## src/rtl/xor_stream_arbiter.sv

```systemverilog
// Round-robin share of one XOR cipher datapath between two byte streams.
// Each channel keeps its own Galois-LFSR keystream; output is a registered byte with a channel tag.
module xor_stream_arbiter #(
  parameter logic [7:0] KEY0 = 8'hBE,
  parameter logic [7:0] KEY1 = 8'hCA,
  parameter logic [7:0] POLY = 8'hB8
) (
  input  logic       clk,
  input  logic       rst,
  input  logic       cfg_we,
  input  logic       cfg_ch,
  input  logic [7:0] cfg_key,
  input  logic       s0_valid,
  input  logic [7:0] s0_data,
  output logic       s0_ready,
  input  logic       s1_valid,
  input  logic [7:0] s1_data,
  output logic       s1_ready,
  output logic       m_valid,
  output logic [7:0] m_data,
  output logic       m_ch,
  input  logic       m_ready
);

  function automatic logic [7:0] lfsr_step(input logic [7:0] k);
    return {1'b0, k[7:1]} ^ (k[0] ? POLY : 8'h00);
  endfunction

  logic [7:0] ks0_q, ks0_d;
  logic [7:0] ks1_q, ks1_d;
  logic       m_valid_q, m_valid_d;
  logic [7:0] m_data_q, m_data_d;
  logic       m_ch_q, m_ch_d;
  logic       last_q, last_d;

  logic space;
  logic gnt0, gnt1;

  // Grants are masked during reset so nothing is accepted in a reset cycle.
  always_comb begin
    space = !m_valid_q || m_ready;
    gnt0  = !rst && space && s0_valid && (!s1_valid || last_q);
    gnt1  = !rst && space && s1_valid && (!s0_valid || !last_q);
  end

  always_comb begin
    ks0_d     = ks0_q;
    ks1_d     = ks1_q;
    m_valid_d = m_valid_q;
    m_data_d  = m_data_q;
    m_ch_d    = m_ch_q;
    last_d    = last_q;

    if (gnt0) begin
      m_data_d  = s0_data ^ ks0_q;
      m_ch_d    = 1'b0;
      m_valid_d = 1'b1;
      last_d    = 1'b0;
      ks0_d     = lfsr_step(ks0_q);
    end else if (gnt1) begin
      m_data_d  = s1_data ^ ks1_q;
      m_ch_d    = 1'b1;
      m_valid_d = 1'b1;
      last_d    = 1'b1;
      ks1_d     = lfsr_step(ks1_q);
    end else if (m_ready) begin
      m_valid_d = 1'b0;
    end

    // A key write overrides the LFSR advance of the same cycle.
    if (cfg_we) begin
      if (cfg_ch) begin
        ks1_d = cfg_key;
      end else begin
        ks0_d = cfg_key;
      end
    end
  end

  always_ff @(posedge clk) begin
    if (rst) begin
      ks0_q     <= KEY0;
      ks1_q     <= KEY1;
      m_valid_q <= 1'b0;
      m_data_q  <= 8'h00;
      m_ch_q    <= 1'b0;
      last_q    <= 1'b1;
    end else begin
      ks0_q     <= ks0_d;
      ks1_q     <= ks1_d;
      m_valid_q <= m_valid_d;
      m_data_q  <= m_data_d;
      m_ch_q    <= m_ch_d;
      last_q    <= last_d;
    end
  end

  assign s0_ready = gnt0;
  assign s1_ready = gnt1;
  assign m_valid  = m_valid_q;
  assign m_data   = m_data_q;
  assign m_ch     = m_ch_q;

endmodule

```

## config.mk

```make
export PLATFORM = sky130hd
export DESIGN_NAME = xor_stream_arbiter
export DESIGN_NICKNAME = d
export VERILOG_FILES = /design/src/rtl/xor_stream_arbiter.sv
export SDC_FILE = /design/constraint.sdc
export NUM_CORES = 1
export LEC_CHECK = 0
export BUFFER_PORTS_ARGS = -buffer_cell sky130_fd_sc_hd__buf_2
export CORE_AREA = 4 4 61 63
export CTS_CLUSTER_DIAMETER = 40
export DETAILED_ROUTE_END_ITERATION = 8
export DIE_AREA = 0 0 65 67
export PLACE_DENSITY_LB_ADDON = 0.25
export SETUP_SLACK_MARGIN = 0.02
export SKIP_LAST_GASP = 1
export SLEW_MARGIN = 40
export SYNTH_ARGS = -nofsm -noshare
export SYNTH_HDL_FRONTEND = slang
export SYNTH_SLANG_ARGS = --single-unit
```

## constraint.sdc

```tcl
create_clock -name clk -period 1.3 [get_ports clk]
set_clock_uncertainty 0.1 [all_clocks]
set_input_delay 0.26 -clock clk [delete_from_list [all_inputs] [get_ports clk]]
set_output_delay 0.26 -clock clk [all_outputs]
set_load 0.01 [all_outputs]
```

==> reports/results.ini, run 1 <==
[outcome]
status = finished, violations left
violations = negative setup slack

[sta]
setup_viol = 28
timing.hold.ws_ps = 77.71
min_period_ps = 1537
worst_pin_slew_ps = 362.6
tns_ps = -2860
setup_ws_ps = -237.4
slew-limit-headroom = 0.7583
hold_viol = 0
rsz0062_at_grt = true
slew_viol_final = 0
clock.fmax_mhz = 650.4
fin_crit_sh = 1.183

[clocking]
cts_made_buffers = 3
clock_path_buffers = 2
clock_latency_ps = 330
ctsHoldBuffers = 0
cts.sinks = 27
cts_tree = yes
cts-root-buf = clkbuf_4
htreeDepth = 1
clk_pin_slew_ps = 160

[logic_synthesis]
synthTopCellsByArea = dfxtp_1 39%, xor2_1 7.6%, xnor2_1 6.3%
synth_async_sr_flop_share = 0
synth_area_per_cell_um2 = 9.010
synth_edf_count = 0
syn_inst = 154
ys.flop_type = dfxtp_1
seq_area_frac_synth = 0.3895
yosys_register_bits = 27
synth.most_common_cell = dfxtp_1
synth_top_area_share = 0.3895
yosys_warnings = 0
yosysTopAreaCell = dfxtp_1
synthDistinctLibCells = 34
synthTopCellsByCount = 27 x dfxtp_1, 12 x nor3_1, 12 x xor2_1
synth_area_mm2 = 0.001388
synth_nets = 185

[critical_path]
critPathLaunchType = flop
criticalPathCategory = flop to primary output
path_cells = nand2b_4 > buf_4 > nand4b_4 > inv_4 > buf_6
required_ps = 940
critPathMaxFanout = 3
critPathCaptureType = primary output
cpPeakStageDelay_ps = 380
cp.arrival_ps = 1180
crit_slowest_cell = dfxtp_4

[final_layout]
fin_area_mm2 = 0.001994
n_antenna_cell = 0
fin_util = 0.6171
area_growth_pct = 43.73
drive_gt1_frac = 0.4698
layout.nets = 247
fin_cells = 261

[global_routing]
grt_pass1_vias = 1379
grt_start_max_net_pins = 17
overflow = 0
grt_pass1_wl_um = 6161
grt_usage = 0.1832
antenna_found_initial = 0

[worst_hold_path]
min_path_type = input pin to flop

[route]
drtPass1Iterations = 4
drtIter0Drc = 46
drt_wl_total_um = 4011
drc_errors = 0
vias_per_cell = 5.276
wl_per_cell_um = 15.37
ant_nets = 0
vias = 1377

[place]
placedCellCount = 248
gp_congestion = 0.8351
io_buffer_count = 42
dpl_cell_area_mm2 = 0.001749
dp_slack_ps = -170.8
dp_hpwl_um = 2812

[floorplan]
die-height_um = 67
rows = 21
initial_utilization = 0.4293
dieWidth_um = 65
io_pins = 43
dieArea_mm2 = 0.004355
core_mm2 = 0.003232

[pwr]
p_total_mw = 1.878
ir_drop_v = 0.0004006
p_per_area_mw_per_mm2 = 941.8
leakagePower_nw = 0.8415

[flow_run]
maxCapViolCount = 0

[cell usage in the layout, fill, tap and decap left out, types with 2 or more instances in the layout]
master and n:
mux2i_1 2, a211oi_1 2, dfxtp_1 25, buf_2 40
nor3_2 3, a211oi_2 2, a221oi_2 3, nand2_1 5
nor2_1 10, a21oi_1 7, a221o_1 2, a22oi_1 5
buf_6 5, nor4_1 3, o21ai_1 7, clkbuf_4 3
xnor2_1 10, xor2_1 12, nand3_1 8, nor2b_1 2
o221ai_2 2, nor4_4 4, nor3_1 9, buf_4 24
nand2b_4 2
[state kept, by name (all words and copies together), names as in the netlist]
name / cells
ks0_q: 8
ks1_q: 8
m_data: 8
last_q: 1
m_ch: 1
m_valid: 1
[what timing repair did]
item | 4_1_cts | 5_1_grt
endpoints found under the setup margin | 27 | 28
resized for setup | 21 | 17
buffers inserted | 4 | 7
pin swaps | 8 | 5
[worst max-delay path, delay by kind of cell (launching register included)]
kind | cells | cell delay, ps
flip-flops | 1 | 380
buffers and inverters | 3 | 300
AND/OR/NAND/NOR | 2 | 190
[routing by layer]
| metal | vias to the layer above | part of all wire | track usage |
|---|---|---|---|
| met3 | 8 | 0.052 | 0.03035 |
| met4 | 0 | 0.024 | 0.08179 |
| met2 | 44 | 0.51 | 0.3244 |
| li1 | 677 | - | - |
| met5 | - | 0 | 0 |
| met1 | 648 | 0.42 | 0.2155 |
[logic make-up after synthesis]
group,Yosys count,share of synthesized area
flops,27,0.3895
buf+inv,14,0.05500
xor+xnor,22,0.1389
mux,3,0.02164
compound gates,34,0.1776
simple gates,54,0.2173
[area by class of cell]
class,count,area (um2)
Tap cell,46,57.56
Inverter,1,6.256
Timing Repair Buffer,70,456.7
Clock buffer,3,22.52
Sequential cell,27,545.5
Fill cell,288,1237
Multi-Input combinational cell,113,900.9
Clock inverter,1,5.005
[power by group]
| part | switching (mW) | internal (mW) | leakage [nW] |
|---|---|---|---|
| combinational | 0.255 | 0.269 | 0.600 |
| sequential | 0.0746 | 0.904 | 0.223 |
| clock | 0.260 | 0.115 | 0.0177 |
[final timing paths]
check	slack, ps	to	from	cells after the start
hold / removal	80	ks1_q[5]	cfg_key[5]	3
setup reg to reg	-200	m_data[6]	last_q	5
setup / recovery	-240	s0_ready	m_valid	5
hold reg to reg	400	last_q	last_q	1
Note: power is estimated with default switching activity, not from simulation.
==> inputs of run 2 (changes only) <==
--- a/config.mk
+++ b/config.mk
@@ -6,10 +6,10 @@
 export NUM_CORES = 1
 export LEC_CHECK = 0
 export BUFFER_PORTS_ARGS = -buffer_cell sky130_fd_sc_hd__buf_2
-export CORE_AREA = 4 4 61 63
+export CORE_AREA = 4 4 55 70
 export CTS_CLUSTER_DIAMETER = 40
 export DETAILED_ROUTE_END_ITERATION = 8
-export DIE_AREA = 0 0 65 67
+export DIE_AREA = 0 0 59 74
 export PLACE_DENSITY_LB_ADDON = 0.25
 export SETUP_SLACK_MARGIN = 0.02
 export SKIP_LAST_GASP = 1
==> reports/results.ini, run 2 (synthesis results as in run 1) <==
[clocking]
htreeDepth = 1  ; unchanged
clk_pin_slew_ps = 90  ; -70 ps
clock_path_buffers = 2  ; unchanged
ctsHoldBuffers = 0  ; unchanged
cts.sinks = 27  ; unchanged
clock_latency_ps = 270  ; -60 ps
cts_made_buffers = 3  ; unchanged
cts-root-buf = clkbuf_8
cts_tree = yes

[floorplan]
core_mm2 = 0.003166  ; -2.1%
io_pins = 43  ; unchanged
initial_utilization = 0.4383  ; +0.008994
rows = 23  ; +9.5%
die-height_um = 74  ; +10%
dieArea_mm2 = 0.004366  ; +0.25%
dieWidth_um = 59  ; -9.2%

[sta]
slew_viol_final = 0  ; unchanged
setup_viol = 28  ; unchanged
min_period_ps = 1551  ; +13.81 ps
clock.fmax_mhz = 644.7  ; -0.89%
tns_ps = -4093  ; -1233 ps
fin_crit_sh = 1.193  ; +0.01063
hold_viol = 0  ; unchanged
rsz0062_at_grt = true
slew-limit-headroom = 0.7529  ; -0.005375
worst_pin_slew_ps = 370.6  ; +8.063 ps
setup_ws_ps = -251.2  ; -13.81 ps
timing.hold.ws_ps = 127.2  ; +49.49 ps

[route]
ant_nets = 0  ; unchanged
drc_errors = 0  ; unchanged
drtIter0Drc = 51  ; +11%
vias = 1427  ; +3.6%
drt_wl_total_um = 4307  ; +7.4%
drtPass1Iterations = 4  ; unchanged
vias_per_cell = 5.553  ; +5.2%
wl_per_cell_um = 16.76  ; +9.1%

[outcome]
violations = negative setup slack
status = finished, violations left

[final_layout]
fin_cells = 257  ; -1.5%
n_antenna_cell = 0  ; unchanged
final_common_cell = buf_2
drive_gt1_frac = 0.5000  ; +0.03023
fin_util = 0.6862  ; +0.06905
layout.nets = 252  ; +2.0%
mostFrequentLayoutCells = 41 x buf_2, 25 x dfxtp_1, 20 x buf_4
area_growth_pct = 56.54

[global_routing]
overflow = 0  ; unchanged
grt_pass1_wl_um = 6900  ; +12%
grt_usage = 0.2066  ; +0.02339
grt_pass1_vias = 1468  ; +6.5%
grt_util_met3 = 0.03299  ; +0.002632
grt_start_max_net_pins = 20  ; +3
antenna_found_initial = 0  ; unchanged
grt_use_met1 = 0.2275  ; +0.01194
gr-usage-met2 = 0.3943  ; +0.06996
grt.busiest_layer = met2

[worst_hold_path]
min_path_type = input pin to flop
worstHoldStart = cfg_key[3]
hold_path_end = ks0_q[3]
min_path_cells = 3  ; unchanged

[critical_path]
rrSetupSlack_ps = -250  ; -50 ps
ff2ff_path_depth = 7  ; +2
critPathCaptureType = flop
r2r-start = last_q
critPathMaxFanout = 4  ; +1
cp.arrival_ps = 1610  ; +430 ps
cp-startpoint = last_q
critPathLaunchType = flop
required_ps = 1360  ; +420 ps
criticalPathCategory = flop to flop
worstReg2RegEnd = ks1_q[6]

[place]
placedCellCount = 238  ; -4.0%
dp_hpwl_um = 2808  ; -0.16%
gp_congestion = 0.8441  ; +1.1%
dp_slack_ps = -156.3  ; +14.45 ps
io_buffer_count = 42  ; unchanged

[flow_run]
maxCapViolCount = 0  ; unchanged

[pwr]
p_per_area_mw_per_mm2 = 941.8  ; about the same
leakagePower_nw = 0.9102  ; +8.2%
ir_drop_v = 0.0006811  ; +70%

[run 2: final cells by class]
class	count	area [um2]
fill	252	993.5
multi-input combinational	113	930.9
timing repair buffer	75	596.8
sequential	27	545.5
tap	37	46.29
clock buffer	3	41.29
inverter	1	6.256
clock inverter	1	5.005
[run 2: worst max-delay path by stage]
stage | end | slack, ps | cells after the start
6_report | ks1_q[6] | -250 | 7
5_1_grt | ks1_q[6] | -300 | 7
4_1_cts | s1_ready | -250 | 4
3_5_place_dp | ks1_q[2] | -160 | 6
3_3_place_gp | ks1_q[2] | -110 | 6
2_1_floorplan | m_data[5] | -80 | 5
[run 2: metrics by stage]
step / power (mW) / area [um2]
final: 2.046 / 2172
after global routing: 2.152 / 2172
after CTS: 2.007 / 2072
after detailed placement: 1.427 / 1730
after global placement: 1.412 / 1730
after floorplan: 1.243 / 1403
[run 2: critical path: stages (launching register included)]
cell and delay [ps]:
dfxtp_2 360, nand2_2 50, and4b_2 250, buf_12 140
buf_12 120, buf_16 120, nor4_4 220, a211oi_2 70
[run 2: report_power, final]
| part | total, mW | switching (mW) | internal, mW |
|---|---|---|---|
| clock network | 0.475 | 0.260 | 0.215 |
| registers | 0.983 | 0.0794 | 0.903 |
| logic | 0.588 | 0.272 | 0.316 |
[run 2: routing by layer]
layer / vias to the layer above / wire length [um]
met5: - / 0
met3: 13 / 184
li1: 697 / -
met4: 0 / 92
met1: 679 / 1619
met2: 38 / 2410
[run 2: what timing repair did]
action | CTS | global route
buffers inserted | 9 | 4
cloned | 3 | 1
setup endpoints to repair | 24 | 28
resized for setup | 36 | 14
pin swaps | 12 | 7
